## config.mk

```make
export PLATFORM = sky130hd
export DESIGN_NAME = alu_reservation_station
export DESIGN_NICKNAME = d
export VERILOG_FILES = /design/src/rtl/alu_reservation_station.sv
export SDC_FILE = /design/constraint.sdc
export NUM_CORES = 2
export LEC_CHECK = 0
export CAP_MARGIN = 0
export CORE_UTILIZATION = 37
export DETAILED_ROUTE_END_ITERATION = 10
export PLACE_DENSITY_LB_ADDON = 0.25
export SLEW_MARGIN = 40
export SYNTH_ARGS = -nofsm -noshare
export SYNTH_HDL_FRONTEND = slang
export SYNTH_SLANG_ARGS = --single-unit
```

## constraint.sdc

```tcl
create_clock -name clk_in -period 3.3 [get_ports clk_in]
set_clock_uncertainty 0.2 [all_clocks]
set_input_delay 0.33 -clock clk_in [delete_from_list [all_inputs] [get_ports clk_in]]
set_output_delay 0.33 -clock clk_in [all_outputs]
set_load 0.02 [all_outputs]
```

## src/rtl/alu_reservation_station.sv

```systemverilog
// alu_reservation_station
//   Buffers dispatched ALU micro-ops until both source operands are known,
//   snoops the CDB for pending tags, and issues one ready op per cycle.
//
// Ports
//   clk_in, rst_in (async, active low), rdy_in (global stall), _clear (flush)
//   _dispatch_*  : upstream op + operand state; _rs_full back-pressure
//   _cdb_*       : result broadcast used for tag wake-up (and dispatch bypass)
//   _alu_full    : downstream back-pressure; _alu_* registered issue outputs
//
// Optional build macro
//   RS_AGE_ORDER_EN : oldest-ready selection through an age matrix.
//                     Undefined -> lowest-index ready entry wins.
module alu_reservation_station #(
  parameter int RS_SIZE   = 8,
  parameter int ROB_WIDTH = 5,
  parameter int OP_WIDTH  = 5
) (
  input  logic                 clk_in,
  input  logic                 rst_in,
  input  logic                 rdy_in,
  input  logic                 _clear,
  input  logic                 _dispatch_valid,
  input  logic [OP_WIDTH-1:0]  _dispatch_op,
  input  logic [ROB_WIDTH-1:0] _dispatch_rob_id,
  input  logic                 _dispatch_rs1_ready,
  input  logic                 _dispatch_rs2_ready,
  input  logic [31:0]          _dispatch_rs1_value,
  input  logic [31:0]          _dispatch_rs2_value,
  input  logic [ROB_WIDTH-1:0] _dispatch_rs1_rob_id,
  input  logic [ROB_WIDTH-1:0] _dispatch_rs2_rob_id,
  output logic                 _rs_full,
  input  logic                 _cdb_ready,
  input  logic [ROB_WIDTH-1:0] _cdb_rob_id,
  input  logic [31:0]          _cdb_value,
  input  logic                 _alu_full,
  output logic                 _alu_ready,
  output logic [ROB_WIDTH-1:0] _alu_rob_id,
  output logic [OP_WIDTH-1:0]  _alu_op,
  output logic [31:0]          _alu_vj,
  output logic [31:0]          _alu_vk
);
  localparam int IDX_W = $clog2(RS_SIZE);
  localparam int CNT_W = IDX_W + 1;

  logic [RS_SIZE-1:0]                busy_q, busy_d, rj_q, rj_d, rk_q, rk_d;
  logic [RS_SIZE-1:0][OP_WIDTH-1:0]  op_q, op_d;
  logic [RS_SIZE-1:0][ROB_WIDTH-1:0] rob_q, rob_d, qj_q, qj_d, qk_q, qk_d;
  logic [RS_SIZE-1:0][31:0]          vj_q, vj_d, vk_q, vk_d;
  logic [CNT_W-1:0]                  cnt_q, cnt_d;
  logic                              alu_ready_q, alu_ready_d;
  logic [ROB_WIDTH-1:0]              alu_rob_q, alu_rob_d;
  logic [OP_WIDTH-1:0]               alu_op_q, alu_op_d;
  logic [31:0]                       alu_vj_q, alu_vj_d, alu_vk_q, alu_vk_d;

  logic [RS_SIZE-1:0] elig, sel_vec;
  logic [IDX_W-1:0]   free_idx, issue_idx;
  logic               disp_go, issue_go, byp1, byp2;

  assign _rs_full = (cnt_q == CNT_W'(RS_SIZE));
  assign elig     = busy_q & rj_q & rk_q;
  // A flush swallows any dispatch or issue in the same cycle.
  assign disp_go  = _dispatch_valid && !_rs_full && !_clear;
  assign issue_go = !_alu_full && (|elig) && !_clear;
  assign byp1 = !_dispatch_rs1_ready && _cdb_ready && (_cdb_rob_id == _dispatch_rs1_rob_id);
  assign byp2 = !_dispatch_rs2_ready && _cdb_ready && (_cdb_rob_id == _dispatch_rs2_rob_id);

  // Lowest free slot / lowest selected slot: descending scan, last hit wins.
  always_comb begin
    free_idx  = '0;
    issue_idx = '0;
    for (int i = RS_SIZE - 1; i >= 0; i--) begin
      if (!busy_q[i])  free_idx  = IDX_W'(i);
      if (sel_vec[i])  issue_idx = IDX_W'(i);
    end
  end

`ifdef RS_AGE_ORDER_EN
  // older_q[j][i] = 1 : entry j was dispatched before entry i.
  logic [RS_SIZE-1:0][RS_SIZE-1:0] older_q, older_d;

  always_comb begin
    older_d = older_q;
    if (_clear) begin
      older_d = '0;
    end else if (disp_go) begin
      for (int j = 0; j < RS_SIZE; j++) older_d[j][free_idx] = busy_q[j];
      older_d[free_idx] = '0;
    end
    // Keep only ready entries with no older ready entry.
    sel_vec = elig;
    for (int i = 0; i < RS_SIZE; i++)
      for (int j = 0; j < RS_SIZE; j++)
        if (elig[j] && older_q[j][i]) sel_vec[i] = 1'b0;
  end

  always_ff @(posedge clk_in or negedge rst_in) begin
    if (!rst_in)     older_q <= '0;
    else if (rdy_in) older_q <= older_d;
  end
`else
  assign sel_vec = elig;
`endif

  always_comb begin
    busy_d = busy_q; rj_d = rj_q; rk_d = rk_q; op_d = op_q; rob_d = rob_q;
    qj_d = qj_q; qk_d = qk_q; vj_d = vj_q; vk_d = vk_q;
    cnt_d = cnt_q;
    alu_ready_d = 1'b0;
    alu_rob_d = alu_rob_q; alu_op_d = alu_op_q; alu_vj_d = alu_vj_q; alu_vk_d = alu_vk_q;

    // CDB wake-up; eligibility is from registered state, so a capture here
    // can only issue next cycle.
    for (int i = 0; i < RS_SIZE; i++) begin
      if (busy_q[i] && _cdb_ready) begin
        if (!rj_q[i] && qj_q[i] == _cdb_rob_id) begin rj_d[i] = 1'b1; vj_d[i] = _cdb_value; end
        if (!rk_q[i] && qk_q[i] == _cdb_rob_id) begin rk_d[i] = 1'b1; vk_d[i] = _cdb_value; end
      end
    end

    if (issue_go) begin
      busy_d[issue_idx] = 1'b0;
      alu_ready_d = 1'b1;
      alu_rob_d   = rob_q[issue_idx];
      alu_op_d    = op_q[issue_idx];
      alu_vj_d    = vj_q[issue_idx];
      alu_vk_d    = vk_q[issue_idx];
    end

    // free_idx comes from busy_q, so a slot freed by issue is not reused now.
    if (disp_go) begin
      busy_d[free_idx] = 1'b1;
      op_d[free_idx]   = _dispatch_op;
      rob_d[free_idx]  = _dispatch_rob_id;
      qj_d[free_idx]   = _dispatch_rs1_rob_id;
      qk_d[free_idx]   = _dispatch_rs2_rob_id;
      rj_d[free_idx]   = _dispatch_rs1_ready | byp1;
      rk_d[free_idx]   = _dispatch_rs2_ready | byp2;
      vj_d[free_idx]   = _dispatch_rs1_ready ? _dispatch_rs1_value : _cdb_value;
      vk_d[free_idx]   = _dispatch_rs2_ready ? _dispatch_rs2_value : _cdb_value;
    end

    cnt_d = cnt_q + CNT_W'(disp_go) - CNT_W'(issue_go);

    if (_clear) begin
      busy_d = '0;
      cnt_d  = '0;
    end
  end

  always_ff @(posedge clk_in or negedge rst_in) begin
    if (!rst_in) begin
      busy_q <= '0; rj_q <= '0; rk_q <= '0; op_q <= '0; rob_q <= '0;
      qj_q <= '0; qk_q <= '0; vj_q <= '0; vk_q <= '0; cnt_q <= '0;
      alu_ready_q <= 1'b0; alu_rob_q <= '0; alu_op_q <= '0;
      alu_vj_q <= '0; alu_vk_q <= '0;
    end else if (rdy_in) begin
      busy_q <= busy_d; rj_q <= rj_d; rk_q <= rk_d; op_q <= op_d; rob_q <= rob_d;
      qj_q <= qj_d; qk_q <= qk_d; vj_q <= vj_d; vk_q <= vk_d; cnt_q <= cnt_d;
      alu_ready_q <= alu_ready_d; alu_rob_q <= alu_rob_d; alu_op_q <= alu_op_d;
      alu_vj_q <= alu_vj_d; alu_vk_q <= alu_vk_d;
    end
  end

  assign _alu_ready  = alu_ready_q;
  assign _alu_rob_id = alu_rob_q;
  assign _alu_op     = alu_op_q;
  assign _alu_vj     = alu_vj_q;
  assign _alu_vk     = alu_vk_q;
endmodule

```

==> metrics.yaml <==
crit_cells: 7
crit_required_ns: 3.67
die_area_um2: 107000
p_leak_nw: 19.5
hold_violations: 0
gp_congestion: 0.871
synth_nets: 3900
ys_types: 69
timing.fmax_ghz: 0.321
cap_violations: 0
crit_slowest_cell: "o41ai_4"
yosysMostFrequentCell: "dfrtp_1"
critPathLaunch: "rk_q[5]$_DFFE_PN0P_"
cts_sinks: 775
synth_top_area_share_pct: 49.7
cts_tree: "yes"
htreeDepth: 3
async_reset_ff_share_pct: 100
fin_ws_ns: 0.186
finalCritPeriodShare_pct: 94.4
initial_core_util_pct: 37.5
ys_ff_latch: 775
wire_per_inst_um: 30.5
clock_latency_ns: 0.68
synth_edf_count: 0
cp-endpoint: "_alu_rob_id[3]$_DFFE_PN0P_"
grt-ovfl-total: 0
via_per_inst: 6.61
area_growth_pct: 19.7
arrival_ns: 3.49
place_area_um2: 43600
clkTransAtPathRegs_ns: 0.06
cts-root-buf: "clkbuf_16"
drive_above_1_share_pct: 18.4
slew_headroom_pct: 41.6
yosysTopAreaCell: "dfrtp_1"
clock_path_buffers: 3
synth_area_per_cell_um2: 10.4
synth_flop_cell: "dfrtp_1"
rrSetupSlack_ns: 0.19
antenna_found_initial: 6
ff2ff_path_depth: 7
grt_pass1_vias: 34200
cts_buffers: 88
layout.cells.non_filler: 5291
grt_pass1_wl_um: 238000
postCtsSetupRepairBufs: 0
die_w_um: 327
worst_setup_path_start_kind: "flip-flop"
worst-setup-path-type: "reg -> reg"
fin_hold_ws_ns: 0.0311
die_height_um: 327
crit_fanout: 17
nets: 3971
worstMarginPinSlew_ns: 0.874
ys_seq_area_share_pct: 49.7
dp.cells: 5122
hold_path_class: "in -> async"
ir_drop_v: 0.000557
grt.total_usage_pct: 29.6
power.density_nw_per_um2: 674
antenna_left: 0
r2r_end: "_alu_rob_id[3]$_DFFE_PN0P_"
finalMaxSlewViolations: 0
yosys-top-cells-count: "dfrtp_1 (775), o22ai_1 (416), nand2_1 (383)"
design_area_um2: 46700
cp_cell_sequence: "and3_1, or2_2, o41ai_4, buf_4, a221o_1, nor3b_1, a211oi_1"
path_delay_family: "compound AO/OA/AOI/OAI gates"
rsz0062_at_grt: "false"
rr_startpoint: "rk_q[5]$_DFFE_PN0P_"
drc: 0
power_mw: 31.5
dp_hpwl_um: 97600
rows: 118
end_kind: "flip-flop"
syn_inst: 3764
drtIter0Drc: 4369
grt_max_degree: 179
wl_um: 161000
synthTopCellsByArea: "dfrtp_1 (50%), o22ai_1 (6.7%), a2bb2oi_1 (6.6%)"
preCtsSetupSlack_ns: -0.0499
io_pins: 206
syn_area_um2: 39000
outcome: "finished, final reports clean"
yosysWarningCount: 0
firstDrtPassIters: 7
layout_min_cycle_time_ns: 3.11
port_buffers: 205
core-area_um2: 104000
finalSetupViolations: 0
max_stage_delay_ns: 0.85
dr_total_vias: 35000
crit_buf_inv: 1
## registers in the layout (all words and copies together), names as in the netlist
register	count
vk_q	256
op_q	40
vj_q	256
_alu_ready	1
_alu_vj	32
_alu_vk	32
rk_q	8
qk_q	40
_alu_op	5
cnt_q	4
rj_q	8
busy_q	8
_alu_rob_id	5
qj_q	40
rob_q	40
## worst min-delay path by stage
stage | to | slack [ns] | depth (start not counted)
finish | _alu_vj[8]$_DFFE_PN0P_ | 0.03 | 2
floorplan | _alu_op[0]$_DFFE_PN0P_ | -0.17 | 0
global placement | _alu_vj[8]$_DFFE_PN0P_ | 0.15 | 1
detailed placement | _alu_vj[8]$_DFFE_PN0P_ | 0.15 | 1
CTS | vj_q[162]$_DFFE_PN0P_ | 0.03 | 2
global route | vj_q[162]$_DFFE_PN0P_ | 0.07 | 2
## layout make-up
class	count	area, µm²
fillers	9738	57400
multi-input cells	2518	17700
clock buffers	139	2730
inverters	13	51.3
clock inverters	25	327
flip-flops and latches	775	19400
repair buffers	439	4740
diodes	2	5.00
well taps	1380	1730
## report_power, final
part,internal [mW],switching (mW),total [mW]
clock,6.15,4.25,10.4
sequential,11.7,1.63,13.3
combinational,3.82,3.97,7.79
## cells by family after synthesis
family	count (synthesis)	synth area share [%]
AO/OA/AOI/OAI	1500	28.2
flip-flops	775	49.7
AND/OR/NAND/NOR	702	8.03
buffers and inverters	471	5.48
multiplexers	218	6.29
XOR/XNOR	92	2.07
adder cells (fa/ha/maj)	6	0.212
## per-stage QoR
step	TNS [ns]	util (%)
final	0	44.9
after global routing	0	44.9
after CTS	0	44.8
after detailed placement	-0.368	41.9
after global placement	0	41.9
after floorplan	0	-
## timing repair
action | 4_1_cts | 5_1_grt
resized for setup | 0 | 0
hold endpoints to repair | 272 | 0
hold buffers | 2 | 0
## layer usage
metal,GRT usage [%],up-vias,share of wire [%]
li1,-,14600,-
met1,40.9,17800,42
met2,44.2,2178,43
met3,5.56,432,9.3
met4,15.1,6,5.7
met5,0,-,0.026
## worst reg2reg max path: stages, from the launching register on
cell	delay [ns]
dfrtp_1	0.41
and3_1	0.23
or2_2	0.37
o41ai_4	0.85
buf_4	0.51
a221o_1	0.19
nor3b_1	0.05
a211oi_1	0.21
## placed cells by master (no fill, tap or decap), types with 13 or more instances in the layout
cell type | Yosys | routed
a221oi_1 | 52 | 52
clkbuf_1 | 246 | 20
xnor2_1 | 34 | 34
buf_4 | 31 | 158
o221ai_1 | 26 | 26
a22o_1 | 37 | 37
xor2_1 | 58 | 58
a22oi_1 | 210 | 210
nand3_1 | 113 | 112
o21ai_0 | 81 | 80
o2bb2ai_1 | 33 | 33
buf_12 | 0 | 71
clkinv_2 | 0 | 13
nand2_1 | 383 | 380
mux2_2 | 218 | 218
o221a_2 | 37 | 36
clkdlybuf4s50_1 | 0 | 201
nand4_1 | 63 | 63
clkbuf_16 | 0 | 90
o22ai_1 | 416 | 416
clkbuf_8 | 0 | 29
a2bb2oi_2 | 30 | 30
a2bb2oi_1 | 292 | 292
a21oi_1 | 206 | 205
dfrtp_1 | 775 | 775
nor2_1 | 78 | 75
nor4_1 | 14 | 14
o21ai_1 | 22 | 19
Note: power is estimated with default switching activity, not from simulation.
